**src/rtl/multicycle_ctrl_pkg.sv**
```systemverilog
// Shared definitions for the multicycle MIPS controller and its decoder:
// opcode/funct constants, phase encoding, instruction classes and ALU ops.
package pipes;

    localparam int unsigned OP_W    = 6;
    localparam int unsigned PHASE_W = 3;
    localparam int unsigned CLASS_W = 3;
    localparam int unsigned ALUOP_W = 3;

    // Opcode field values
    localparam logic [OP_W-1:0] F6_R_TYPE = 6'h00;
    localparam logic [OP_W-1:0] F6_J      = 6'h02;
    localparam logic [OP_W-1:0] F6_BEQ    = 6'h04;
    localparam logic [OP_W-1:0] F6_ADDI   = 6'h08;
    localparam logic [OP_W-1:0] F6_LW     = 6'h23;
    localparam logic [OP_W-1:0] F6_SW     = 6'h2B;

    // Funct field values (op == F6_R_TYPE)
    localparam logic [OP_W-1:0] F6_NOP    = 6'h00;
    localparam logic [OP_W-1:0] F6_ADDU   = 6'h21;
    localparam logic [OP_W-1:0] F6_SUBU   = 6'h23;
    localparam logic [OP_W-1:0] F6_AND    = 6'h24;
    localparam logic [OP_W-1:0] F6_OR     = 6'h25;
    localparam logic [OP_W-1:0] F6_SLT    = 6'h2A;

    // Instruction phases; FETCH is zero so a reset register reads FETCH
    typedef enum logic [PHASE_W-1:0] {
        FETCH  = 3'd0,
        DECODE = 3'd1,
        EXEC   = 3'd2,
        MEM    = 3'd3,
        WB     = 3'd4
    } phase_e;

    // Decoded instruction classes; the cleared register value is CL_NOP
    typedef enum logic [CLASS_W-1:0] {
        CL_NOP   = 3'd0,
        CL_RTYPE = 3'd1,
        CL_ADDI  = 3'd2,
        CL_LW    = 3'd3,
        CL_SW    = 3'd4,
        CL_BEQ   = 3'd5,
        CL_J     = 3'd6,
        CL_ILL   = 3'd7
    } iclass_e;

    typedef enum logic [ALUOP_W-1:0] {
        ALU_ADD = 3'd0,
        ALU_SUB = 3'd1,
        ALU_AND = 3'd2,
        ALU_OR  = 3'd3,
        ALU_SLT = 3'd4
    } alu_op_t;

endpackage

```
**src/rtl/multicycle_ctrl_if.sv**
```systemverilog
// Instruction/data bus request handshakes between controller and memory side.
//   i_req/i_ok : instruction fetch request / response valid
//   d_req/d_wr/d_ok : data access request / store qualifier / access complete
interface multicycle_ctrl_if;
    logic i_req;
    logic i_ok;
    logic d_req;
    logic d_wr;
    logic d_ok;

    modport master (output i_req, output d_req, output d_wr,
                    input  i_ok,  input  d_ok);
    modport slave  (input  i_req, input  d_req, input  d_wr,
                    output i_ok,  output d_ok);
endinterface

```
**src/rtl/multicycle_ctrl_decode.sv**
```systemverilog
// Purely combinational op/func decoder: instruction class plus ALU operation.
//   op, func : IR opcode and funct fields
//   iclass   : instruction class (CL_ILL for anything unsupported)
//   alu_op   : ALU operation implied by the instruction
module mc_decode
    import pipes::*;
(
    input  logic [OP_W-1:0] op,
    input  logic [OP_W-1:0] func,
    output iclass_e         iclass,
    output alu_op_t         alu_op
);

    always_comb begin
        iclass = CL_ILL;
        alu_op = ALU_ADD;
        case (op)
            F6_R_TYPE: begin
                case (func)
                    F6_NOP:  iclass = CL_NOP;
                    F6_ADDU: begin iclass = CL_RTYPE; alu_op = ALU_ADD; end
                    F6_SUBU: begin iclass = CL_RTYPE; alu_op = ALU_SUB; end
                    F6_AND:  begin iclass = CL_RTYPE; alu_op = ALU_AND; end
                    F6_OR:   begin iclass = CL_RTYPE; alu_op = ALU_OR;  end
                    F6_SLT:  begin iclass = CL_RTYPE; alu_op = ALU_SLT; end
                    default: iclass = CL_ILL;
                endcase
            end
            F6_ADDI: iclass = CL_ADDI;
            F6_LW:   iclass = CL_LW;
            F6_SW:   iclass = CL_SW;
            F6_BEQ:  begin iclass = CL_BEQ; alu_op = ALU_SUB; end
            F6_J:    iclass = CL_J;
            default: iclass = CL_ILL;
        endcase
    end

endmodule

```
**src/rtl/multicycle_ctrl.sv**
```systemverilog
// Multicycle MIPS sequencing controller: FETCH/DECODE/EXEC/MEM/WB phase FSM,
// bus handshakes and all datapath strobes.
//   clk, reset       : clock, asynchronous active-high reset
//   op, func         : IR fields (stable from DECODE to end of instruction)
//   alu_zero         : ALU zero flag, used by BEQ in EXEC
//   bus              : i_req/i_ok, d_req/d_wr/d_ok handshakes
//   ir_we .. alu_op  : datapath strobes (combinational)
//   state            : current phase (debug)
//   done, illegal    : end-of-instruction / unsupported-instruction pulses
//   instret          : retired-instruction counter, wraps
module multicycle_ctrl
    import pipes::*;
#(
    parameter int unsigned CNT_W = 32
) (
    input  logic                clk,
    input  logic                reset,
    input  logic [OP_W-1:0]     op,
    input  logic [OP_W-1:0]     func,
    input  logic                alu_zero,
    multicycle_ctrl_if.master   bus,
    output logic                ir_we,
    output logic                pc_we,
    output logic [1:0]          pc_src,
    output logic                rf_we,
    output logic                rf_dst,
    output logic                wb_sel,
    output logic                alu_srcb,
    output logic [ALUOP_W-1:0]  alu_op,
    output logic [PHASE_W-1:0]  state,
    output logic                done,
    output logic                illegal,
    output logic [CNT_W-1:0]    instret
);

    localparam logic [PHASE_W-1:0] ST_FETCH  = FETCH;
    localparam logic [PHASE_W-1:0] ST_DECODE = DECODE;
    localparam logic [PHASE_W-1:0] ST_EXEC   = EXEC;
    localparam logic [PHASE_W-1:0] ST_MEM    = MEM;
    localparam logic [PHASE_W-1:0] ST_WB     = WB;

    localparam logic [1:0] PC_SRC_SEQ = 2'd0;
    localparam logic [1:0] PC_SRC_BR  = 2'd1;
    localparam logic [1:0] PC_SRC_J   = 2'd2;

    logic [PHASE_W-1:0] state_q,   state_d;
    iclass_e            class_q,   class_d;
    logic [CNT_W-1:0]   instret_q, instret_d;

    iclass_e dec_class;
    alu_op_t dec_alu_op;

    logic i_req_c, d_req_c, d_wr_c;

    mc_decode u_decode (
        .op     (op),
        .func   (func),
        .iclass (dec_class),
        .alu_op (dec_alu_op)
    );

    // State, latched class and retired-instruction counter
    always_ff @(posedge clk or posedge reset) begin
        if (reset) begin
            state_q   <= ST_FETCH;
            class_q   <= CL_NOP;
            instret_q <= '0;
        end else begin
            state_q   <= state_d;
            class_q   <= class_d;
            instret_q <= instret_d;
        end
    end

    // Next-state and strobe generation
    always_comb begin
        state_d   = state_q;
        class_d   = class_q;
        instret_d = instret_q;
        i_req_c   = 1'b0;
        d_req_c   = 1'b0;
        d_wr_c    = 1'b0;
        ir_we     = 1'b0;
        pc_we     = 1'b0;
        pc_src    = PC_SRC_SEQ;
        rf_we     = 1'b0;
        rf_dst    = 1'b0;
        wb_sel    = 1'b0;
        alu_srcb  = 1'b0;
        alu_op    = ALU_ADD;
        done      = 1'b0;
        illegal   = 1'b0;

        case (state_q)
            ST_FETCH: begin
                i_req_c = 1'b1;
                if (bus.i_ok) begin
                    ir_we   = 1'b1;
                    pc_we   = 1'b1;
                    state_d = ST_DECODE;
                end
            end
            ST_DECODE: begin
                class_d = dec_class;
                case (dec_class)
                    CL_J: begin
                        pc_we   = 1'b1;
                        pc_src  = PC_SRC_J;
                        done    = 1'b1;
                        state_d = ST_FETCH;
                    end
                    CL_NOP: begin
                        done    = 1'b1;
                        state_d = ST_FETCH;
                    end
                    CL_ILL: begin
                        done    = 1'b1;
                        illegal = 1'b1;
                        state_d = ST_FETCH;
                    end
                    default: state_d = ST_EXEC;
                endcase
            end
            ST_EXEC: begin
                case (class_q)
                    CL_RTYPE: begin
                        // func is still on the IR, so the live decode is valid
                        alu_op  = dec_alu_op;
                        state_d = ST_WB;
                    end
                    CL_ADDI: begin
                        alu_srcb = 1'b1;
                        state_d  = ST_WB;
                    end
                    CL_LW, CL_SW: begin
                        alu_srcb = 1'b1;
                        state_d  = ST_MEM;
                    end
                    CL_BEQ: begin
                        alu_op  = ALU_SUB;
                        pc_src  = PC_SRC_BR;
                        pc_we   = alu_zero;
                        done    = 1'b1;
                        state_d = ST_FETCH;
                    end
                    default: state_d = ST_FETCH;
                endcase
            end
            ST_MEM: begin
                d_req_c = 1'b1;
                d_wr_c  = (class_q == CL_SW);
                if (bus.d_ok) begin
                    if (class_q == CL_SW) begin
                        done    = 1'b1;
                        state_d = ST_FETCH;
                    end else begin
                        state_d = ST_WB;
                    end
                end
            end
            ST_WB: begin
                rf_we   = 1'b1;
                rf_dst  = (class_q == CL_RTYPE);
                wb_sel  = (class_q == CL_LW);
                done    = 1'b1;
                state_d = ST_FETCH;
            end
            default: state_d = ST_FETCH;
        endcase

        if (done) begin
            instret_d = instret_q + CNT_W'(1);
        end

        // Reset silences every strobe immediately, including open bus requests
        if (reset) begin
            i_req_c  = 1'b0;
            d_req_c  = 1'b0;
            d_wr_c   = 1'b0;
            ir_we    = 1'b0;
            pc_we    = 1'b0;
            pc_src   = PC_SRC_SEQ;
            rf_we    = 1'b0;
            rf_dst   = 1'b0;
            wb_sel   = 1'b0;
            alu_srcb = 1'b0;
            alu_op   = ALU_ADD;
            done     = 1'b0;
            illegal  = 1'b0;
        end
    end

    assign bus.i_req = i_req_c;
    assign bus.d_req = d_req_c;
    assign bus.d_wr  = d_wr_c;
    assign state     = state_q;
    assign instret   = instret_q;

endmodule

```
**src/flat_wrapper.sv**
```systemverilog
// flat-port wrapper written by rule: the top's interface ports become plain ports
module multicycle_ctrl_flat import pipes::*;
#(
    parameter int unsigned CNT_W = 32
)
  (clk, reset, op, func, alu_zero, ir_we, pc_we, pc_src, rf_we, rf_dst, wb_sel, alu_srcb, alu_op, state, done, illegal, instret, bus_i_req, bus_d_req, bus_d_wr, bus_i_ok, bus_d_ok);
  multicycle_ctrl_if bus_i ();
  input  logic clk;
  input  logic reset;
  input  logic [OP_W-1:0] op;
  input  logic [OP_W-1:0] func;
  input  logic alu_zero;
  output logic ir_we;
  output logic pc_we;
  output logic [1:0] pc_src;
  output logic rf_we;
  output logic rf_dst;
  output logic wb_sel;
  output logic alu_srcb;
  output logic [ALUOP_W-1:0] alu_op;
  output logic [PHASE_W-1:0] state;
  output logic done;
  output logic illegal;
  output logic [CNT_W-1:0] instret;
  output wire logic [$bits(bus_i.i_req)-1:0] bus_i_req;
  output wire logic [$bits(bus_i.d_req)-1:0] bus_d_req;
  output wire logic [$bits(bus_i.d_wr)-1:0] bus_d_wr;
  input wire logic [$bits(bus_i.i_ok)-1:0] bus_i_ok;
  input wire logic [$bits(bus_i.d_ok)-1:0] bus_d_ok;
  assign bus_i_req = bus_i.i_req;
  assign bus_d_req = bus_i.d_req;
  assign bus_d_wr = bus_i.d_wr;
  assign bus_i.i_ok = bus_i_ok;
  assign bus_i.d_ok = bus_d_ok;
  multicycle_ctrl #(.CNT_W(CNT_W)) u_core (.clk(clk), .reset(reset), .op(op), .func(func), .alu_zero(alu_zero), .bus(bus_i), .ir_we(ir_we), .pc_we(pc_we), .pc_src(pc_src), .rf_we(rf_we), .rf_dst(rf_dst), .wb_sel(wb_sel), .alu_srcb(alu_srcb), .alu_op(alu_op), .state(state), .done(done), .illegal(illegal), .instret(instret));
endmodule
```
**config.mk**
```make
export PLATFORM = sky130hd
export DESIGN_NAME = multicycle_ctrl_flat
export DESIGN_NICKNAME = d
export VERILOG_FILES = /design/src/rtl/multicycle_ctrl_pkg.sv /design/src/rtl/multicycle_ctrl_if.sv /design/src/rtl/multicycle_ctrl_decode.sv /design/src/rtl/multicycle_ctrl.sv /design/src/flat_wrapper.sv
export SDC_FILE = /design/constraint.sdc
export NUM_CORES = 1
export LEC_CHECK = 0
export ABC_AREA = 1
export BUFFER_PORTS_ARGS = -buffer_cell sky130_fd_sc_hd__buf_2
export CORE_MARGIN = 2
export CORE_UTILIZATION = 54
export CTS_CLUSTER_DIAMETER = 100
export DETAILED_ROUTE_END_ITERATION = 12
export MAX_ROUTING_LAYER = met4
export PLACE_DENSITY_LB_ADDON = 0.1
export REMOVE_ABC_BUFFERS = 1
export SLEW_MARGIN = 20
export SYNTH_ARGS = -nofsm -noshare
export SYNTH_HDL_FRONTEND = slang
export SYNTH_SLANG_ARGS = --single-unit
export TNS_END_PERCENT = 100
```
**constraint.sdc**
```tcl
create_clock -name clk -period 1.9 [get_ports clk]
set_input_delay 0.19 -clock clk [delete_from_list [all_inputs] [get_ports clk]]
set_output_delay 0.19 -clock clk [all_outputs]
set_load 0.02 [all_outputs]
```
==> metrics <==
input/output buffers=67; GP Congestion=0.955; Crit-path slowest cell=dfrtp_1; peak supply drop=0.708 mV; Register-to-Register Path Depth=8; NetSw=1.22 mW; status=finished clean; initial DRC count=159; final count of pins violating max slew=0; Yosys cell types=32; Layout Utilization=68.2%; warnings from Yosys=0; Arr. time, crit path=1670 ps; Hold Violations, Final=0; Yosys reg bits=38; layout cells sized above 1=23.8%; Tcrit/Tclk final=98.1%; sequential share of the synthesized area=33.7%; skew final=6.02 ps; Tmin final=1860 ps; CTS buffer count=5; crit start category=flop; Initial Util=55.7%; antenna cells=0; Comb power frac=40.7%; Root Buffer=clkbuf_8; f_max=537 MHz; Synth Cell Area=0.00283 mm²; Initial DRT Pass Iterations=4; Die X=76.3 µm; GRT Total Usage=25.2%; Vias=2,915; die area=0.00583 mm²; drt total wl=7020 µm; sw frac=43.1%; first-pass GRT wire length=11,800 µm; Skew-Pair Late Insertion Delay=280 ps; Max-Slew Margin vs Limit=77.0%; Mean Syn Cell Area=6.66 µm²; initial antenna violation count=0; CP Buf/Inv Count=3; clock share of power=22.8%; Final Hold Slack=47.3 ps; Die Ht=76.3 µm; Pwr Total=2.82 mW; post-route ant nets=0; deepest clock path buffer count=2; CTS tree=built; setup TNS=0 ps; DP Area=0.00326 mm²; fillers=472; Critical Path Sink Type=output pin; # setup viols final=0; slowest stage delay, CP=410 ps; Post-Synthesis Cells=424; final net count=518; gr ovfl total=0; R2R Setup Slk=150 ps; Pint=1.61 mW; Tightest Pin Transition=343 ps; share of power burned in registers=36.5%; RSZ-0062 raised after global routing=true; clock sink count=38; Routed wire per std cell=12.3 µm; Leak Pwr=1.85 nW; power density cells=816 mW/mm²; design area=0.00346 mm²; detail-routed via count per cell=5.11; # rows=26; CP max FO=6; HPWL Detailed=5420 µm; Critical Path, Cell by Cell=buf_4 > nor3_2 > inv_2 > nor4_1 > buf_2; CP delay by family, top=simple AND/OR/NAND/NOR gates; WP data required=1710 ps; DRC viols=0; H-tree levels=2; clock slew at reported path FFs=70 ps; WS Path Type=reg -> out; core area=0.00507 mm²; io pins=68; commonest non-fill, non-tap cell in the layout=nand2_1; origin of the critical flop-to-flop path=u_core.instret[4]; vias in the first global route=2,740; most frequent cells in the layout=nand2_1, buf_2, nor2_1; Max-cap violations=0; FF-to-FF End=u_core.instret[29]; Hold Path Class=in -> async; area delta synth->final=22.5%; largest net degree at the start of global routing=33
[registers in the layout, summed over array words and instances, names as in the netlist]
signal and flops:
u_core.class_q 3, u_core.instret 32, u_core.state 3
[worst register-to-register path, stage by stage (launching register included)]
cell and delay (ps):
dfrtp_1 440, inv_1 100, nor4_2 330, nand2_1 190, nor2_1 230, nand2_1 100
xnor2_1 130, nand2_1 70, nand2_1 60
[synth_stat cells]
cell / n / share of area, %
nand2_1: 130 / 17
nor2_1: 50 / 6.6
inv_1: 44 / 5.8
nand3_1: 44 / 7.8
dfrtp_1: 38 / 34
nor3_1: 26 / 4.6
xor2_1: 24 / 7.4
nand4_1: 9 / 2.0
nor2_2: 7 / 1.5
nor4_1: 7 / 1.5
xnor2_1: 6 / 1.9
a21oi_1: 5 / 0.89
o21ai_0: 5 / 0.89
clkbuf_1: 4 / 0.53
buf_2: 3 / 0.53
buf_6: 3 / 1.2
nand3_2: 3 / 1.1
nand2_4: 2 / 0.80
a22oi_1: 1 / 0.27
a311oi_1: 1 / 0.31
a31oi_2: 1 / 0.44
ha_1: 1 / 0.44
inv_2: 1 / 0.13
nand2_2: 1 / 0.22
nand3b_1: 1 / 0.27
nor2_4: 1 / 0.40
o211ai_1: 1 / 0.27
o21ai_1: 1 / 0.18
o22a_1: 1 / 0.31
or2_0: 1 / 0.22
or2_1: 1 / 0.22
or2_2: 1 / 0.22
[through the flow]
stage,cells,setup WS [ps]
after floorplan,414,-391
after global placement,561,126
after detailed placement,561,18.1
after CTS,569,-26.5
after global routing,571,-42.8
final,571,36.7
[logic make-up (layout without fill, tap and decap cells)]
group | count (synthesis) | after routing | share of synthesized area [%]
AND/OR/NAND/NOR | 284 | 284 | 44.8
buffers and inverters | 55 | 132 | 8.24
flip-flops | 38 | 38 | 33.7
XOR/XNOR | 30 | 30 | 9.30
AO/OA/AOI/OAI | 16 | 16 | 3.54
adder cells (fa/ha/maj) | 1 | 1 | 0.443
[routing by layer]
| layer | GRT usage (%) | wire length, µm |
|---|---|---|
| met4 | 6.18 | 46 |
| met2 | 45.0 | 3650 |
| met1 | 29.4 | 3040 |
| met3 | 4.50 | 286 |
| met5 | - | 0 |
[worst max path at each step]
| stage | start | end | cells after the start |
|---|---|---|---|
| floorplan | u_core.state[2] | u_core.instret[0] | 7 |
| global placement | u_core.instret[0] | u_core.instret[30] | 9 |
| detailed placement | op[3] | u_core.instret[29] | 13 |
| CTS | u_core.state[0] | done | 5 |
| global route | u_core.state[0] | done | 5 |
| finish | u_core.state[1] | illegal | 5 |
[area by class of cell]
class                      instances  area [µm²]  share of cell area, %
multi-input combinational        331        1710                   49.5
sequential                        38         953                   27.6
timing repair buffer              79         428                   12.4
inverter                          45         169                   4.88
clock buffer                       8         110                   3.18
tap                               70        87.6                   2.53
[power by group through the flow]
stage | Sequential [mW] | Combinational (mW) | Clock [mW]
final | 1.03 | 1.15 | 0.645
after global routing | 1.05 | 1.28 | 0.693
after CTS | 1.02 | 1.10 | 0.658
after detailed placement | 1.03 | 1.09 | 0
after global placement | 1.03 | 1.07 | 0
after floorplan | 1.08 | 0.672 | 0
[repair_timing]
item | CTS | global route
pin swaps | 1 | 1
buffers inserted | 0 | 2
endpoints found under the setup margin | 5 | 13
hold buffers | 0 | 0
resized for setup | 4 | 14
cloned | 0 | 0
No activity file was read; power rests on OpenSTA's default activity.
